### src/rtl/mem_arbiter.sv
// mem_arbiter: shares one memory port between the core (master 0) and a
// loader/DMA engine (master 1). One transaction at a time, round-robin on ties.
module mem_arbiter #(
  parameter int READ_LAT = 1
) (
  input  logic        clk,
  input  logic        reset,

  input  logic        m0_req,
  input  logic        m0_we,
  input  logic [31:0] m0_addr,
  input  logic [31:0] m0_wdata,
  input  logic [3:0]  m0_wmask,
  output logic        m0_ready,
  output logic        m0_done,
  output logic [31:0] m0_rdata,

  input  logic        m1_req,
  input  logic        m1_we,
  input  logic [31:0] m1_addr,
  input  logic [31:0] m1_wdata,
  input  logic [3:0]  m1_wmask,
  output logic        m1_ready,
  output logic        m1_done,
  output logic [31:0] m1_rdata,

  output logic [31:0] mem_addr,
  output logic [31:0] mem_wdata,
  output logic        mem_we,
  output logic [3:0]  mem_wmask,
  input  logic [31:0] mem_rdata,

  output logic        busy
);

  typedef enum logic [1:0] {
    IDLE  = 2'd0,
    ISSUE = 2'd1,
    WAIT  = 2'd2
  } state_t;

  localparam logic [2:0] LAT = 3'(READ_LAT);

  state_t      state;
  logic        last;
  logic        owner;
  logic        we_l;
  logic [31:0] addr_l;
  logic [31:0] wdata_l;
  logic [3:0]  wmask_l;
  logic [2:0]  cnt;

  logic        grant_valid;
  logic        winner;

  // Pick the winner: a lone requester wins, a tie goes to whoever was not granted last
  always_comb begin
    grant_valid = (state == IDLE) && (m0_req || m1_req);
    if (m0_req && m1_req) begin
      winner = ~last;
    end else begin
      winner = m1_req;
    end
  end

  assign m0_ready = grant_valid && !winner && m0_req;
  assign m1_ready = grant_valid &&  winner && m1_req;

  // Transaction FSM: latch the command, issue it, count out read latency, report completion
  always_ff @(posedge clk) begin
    if (reset) begin
      state    <= IDLE;
      last     <= 1'b1;
      owner    <= 1'b0;
      we_l     <= 1'b0;
      addr_l   <= 32'h0;
      wdata_l  <= 32'h0;
      wmask_l  <= 4'h0;
      cnt      <= 3'd0;
      m0_done  <= 1'b0;
      m1_done  <= 1'b0;
      m0_rdata <= 32'h0;
      m1_rdata <= 32'h0;
    end else begin
      m0_done <= 1'b0;
      m1_done <= 1'b0;
      case (state)
        IDLE: begin
          if (grant_valid) begin
            owner   <= winner;
            last    <= winner;
            we_l    <= winner ? m1_we    : m0_we;
            addr_l  <= winner ? m1_addr  : m0_addr;
            wdata_l <= winner ? m1_wdata : m0_wdata;
            wmask_l <= winner ? m1_wmask : m0_wmask;
            state   <= ISSUE;
          end
        end
        ISSUE: begin
          if (we_l) begin
            state   <= IDLE;
            m0_done <= !owner;
            m1_done <= owner;
          end else begin
            state <= WAIT;
            cnt   <= 3'd1;
          end
        end
        WAIT: begin
          if (cnt == LAT) begin
            state <= IDLE;
            cnt   <= 3'd0;
            if (owner) begin
              m1_rdata <= mem_rdata;
              m1_done  <= 1'b1;
            end else begin
              m0_rdata <= mem_rdata;
              m0_done  <= 1'b1;
            end
          end else begin
            cnt <= cnt + 3'd1;
          end
        end
        default: begin
          state <= IDLE;
          cnt   <= 3'd0;
        end
      endcase
    end
  end

  assign mem_addr  = addr_l;
  assign mem_wdata = wdata_l;
  assign mem_we    = (state == ISSUE) && we_l;
  assign mem_wmask = mem_we ? wmask_l : 4'b0000;
  assign busy      = (state != IDLE);

endmodule

### config.mk
export PLATFORM = sky130hd
export DESIGN_NAME = mem_arbiter
export DESIGN_NICKNAME = d
export VERILOG_FILES = /design/src/rtl/mem_arbiter.sv
export SDC_FILE = /design/constraint.sdc
export NUM_CORES = 1
export LEC_CHECK = 0
export CORE_AREA = 2 2 121 123
export DETAILED_ROUTE_END_ITERATION = 8
export DIE_AREA = 0 0 123 125
export DONT_BUFFER_PORTS = 1
export PLACE_DENSITY = 0.53
export SYNTH_ARGS = -nofsm -noshare
export SYNTH_HDL_FRONTEND = slang
export SYNTH_SLANG_ARGS = --single-unit
export TNS_END_PERCENT = 5
### constraint.sdc
create_clock -name clk -period 1.6 [get_ports clk]
set_clock_uncertainty 0.05 [all_clocks]
set_input_delay 0.16 -clock clk [delete_from_list [all_inputs] [get_ports clk]]
set_output_delay 0.16 -clock clk [all_outputs]
set_load 0.05 [all_outputs]
==> run_results.csv <==
group,metric,value,unit
outcome,status,"finished, violations left",
outcome,failed_checks,"negative hold slack",
cts,cts_buffer_depth,2,
synthesis,syn_nets,825,
critical_path,crit_slowest_cell,"dfxtp_2",
critical_path,cp.arrival,1.36,ns
placed_design,post-place-ws,0.0180,ns
detailed_routing,vias,5480,
final_layout,final_core_utilization,57.7,%
critical_path,rrSetupSlack,0.04,ns
power,peakVddDrop,847,uV
cts,cts_tree,"built",
sta,rsz0062_at_grt,"true",
detailed_routing,wire_per_inst,17.6,um
placed_design,io_buffers,0,
sta,maxSlewViolCount,0,
synthesis,syn_area,5370,um^2
placed_design,hpwl,10400,um
synthesis,syn_inst,648,
global_route,grt_pass1_vias,5301,
global_route,grt_antenna_before_repair,0,
final_layout,syn_to_final_growth,52.8,%
sta,max_freq,635,MHz
die,die_w,123,um
synthesis,synth_top_cell_area_share,53.0,%
sta,max_slew_margin,61.3,%
job,cap_viol_max_count,0,
placed_design,gp_congestion,0.829,
critical_path,crit_path_end_kind,"output pin",
global_route,grt_pass1_wl,26900,um
critical_path,critPathLaunchType,"flip-flop",
cts,numCtsBuffers,17,
cts,cts.sinks,142,
detailed_routing,avgViaCountPerCell,5.35,
sta,tns,0,ns
detailed_routing,drt_wl_total,18100,um
synthesis,synth.avg_cell_area,8.28,um^2
synthesis,yosys.cell_types.count,36,
critical_path,critPathLaunch,"state[1]",
worst_hold_path,hold_path_class,"in2reg",
critical_path,required,1.39,ns
cts,cts-root-buf,"clkbuf_16",
synthesis,synth.most_common_cell,"nand2_1",
synthesis,synth_top_cell_by_area,"dfxtp_1",
synthesis,synthArstFlopShare,0,%
die,io_pins,312,
critical_path,worst_r2r_endpoint,"m0_rdata[24]",
sta,hold_viol,72,
synthesis,synthTopCellsByArea,"dfxtp_1 53%, nand2_1 14%, a22oi_1 9.7%, a21oi_1 6.6%, o21ai_0 3.6%",
sta,fin_ws,0.0254,ns
detailed_routing,ant_nets,0,
cts,h-tree-depth,4,
cts,clkTransAtPathRegs,0.06,ns
sta,max_slew.worst_pin.slew,0.580,ns
sta,period_needed,1.57,ns
detailed_routing,drt-initial-drc-count,358,
placed_design,place_area,6040,um^2
detailed_routing,drcViolationCount,0,
final_layout,fin_area,8200,um^2
synthesis,yosys_register_bits,142,
critical_path,critical_path_class,"reg2out",
sta,hold_ws,-0.207,ns
placed_design,dp_cells,849,
final_layout,n_fill_cell,1205,
global_route,overflow,0,
critical_path,reg2regPathDepth,7,
synthesis,synth_flop_cell,"dfxtp_1",
die,die_h,125,um
synthesis,yosysSeqAreaShare,53.0,%
final_layout,drive_above_1_share,15.4,%
final_layout,regArea,2850,um^2
die,start_util,37.8,%
sta,period_share,98.4,%
global_route,grt_max_degree,75,
die,die-area,15400,um^2
critical_path,worstPathMaxFanout,5,
critical_path,rr_startpoint,"state[0]",
power,p_per_area,1220,nW/um^2
die,core_region_area,14200,um^2
cts,postCtsHoldBufs,138,
global_route,grt_use_total,22.2,%
sta,finalSetupViolCount,0,
synthesis,synth_edf_count,0,
synthesis,synth_commonest_cells,"203 x nand2_1, 142 x dfxtp_1, 71 x a21oi_1, 69 x a22oi_1, 39 x o21ai_0",
cts,clk_latency,0.41,ns
critical_path,max_stage_delay,0.34,ns
critical_path,cp-endpoint,"m0_ready",
critical_path,path_cells,"inv_4 > ha_4 > nand2_2 > a21oi_4 > buf_12",
synthesis,synth_warnings,0,
critical_path,crit_cells,5,
final_layout,stdcell_count,1024,
detailed_routing,drt-pass1-iter-count,5,
power,total_leakage_power,3.11,nW
critical_path,cp_num_buf_inv,2,
final_layout,diodes,0,
final_layout,fin_nets,1004,
power,power.total,10.0,mW
final_layout,multi_input_area,2390,um^2
die,rows,44,
critical_path,crit_family,"flip-flops",
-- final cells by class --
type                            instances  share of cell area (%)
Clock inverter                         12                    1.45
Sequential cell                       142                    34.7
Clock buffer                           20                    5.57
Multi-Input combinational cell        451                    29.1
Tap cell                              184                    2.81
Timing Repair Buffer                  209                    26.0
Inverter                                6                   0.305
-- registers in the layout (all words and copies together), names as in the netlist --
name and count:
cnt 3, last 1, m0_done 1, m0_rdata 32, m1_done 1, m1_rdata 32, mem_addr 32, mem_wdata 32
owner 1, state 2, we_l 1, wmask_l 4
-- placed cells by master, fill, tap and decap left out, types with 5 or more instances in the layout --
master	instances
nand2_1	200
dfxtp_1	140
dlygate4sd3_1	138
a22oi_1	69
a21oi_1	64
buf_4	50
o21ai_0	37
o21ai_1	33
clkbuf_16	20
buf_12	11
clkinv_2	7
a21oi_2	6
buf_6	6
and3_1	5
-- report_power, final --
part           switching (mW)  internal [mW]  total (mW)
clock                    1.47           2.36        3.83
sequential              0.920           3.80        4.72
combinational           0.777          0.677        1.45
-- routing by layer --
layer	GRT usage, %	share of wire [%]	vias to the layer above
met5	0	0	-
met3	7.16	9.4	52
li1	-	-	2587
met2	37.9	50	308
met4	12.0	3.6	0
met1	24.2	37	2533
-- cell families (layout without fill, tap and decap cells) --
kind of cell / count (synthesis) / count (layout) / synth area share (%)
simple gates: 226 / 226 / 16.9
compound gates: 221 / 221 / 24.7
flops: 142 / 142 / 53.0
buf+inv: 55 / 247 / 4.55
fa+ha+maj: 3 / 3 / 0.699
mux: 1 / 1 / 0.186
-- how the worst min path moves through the flow --
stage,start,end,slack [ns],depth (start not counted)
after floorplan,mem_rdata[10],m0_rdata[10],0.25,2
after global placement,reset,m0_rdata[26],0.20,1
after detailed placement,reset,m0_rdata[29],0.20,1
after CTS,reset,m0_rdata[26],-0.24,1
after global routing,reset,m1_rdata[26],-0.24,1
final,reset,m0_rdata[26],-0.21,1
-- what timing repair did --
action | 4_1_cts | 5_1_grt
resized for setup | 16 | 17
buffers inserted | 2 | 0
endpoints found under the setup margin | 8 | 57
hold endpoints to repair | 142 | 73
gates cloned | 0 | 3
pin swaps | 1 | 3
Power figures use the tool's default switching activity.
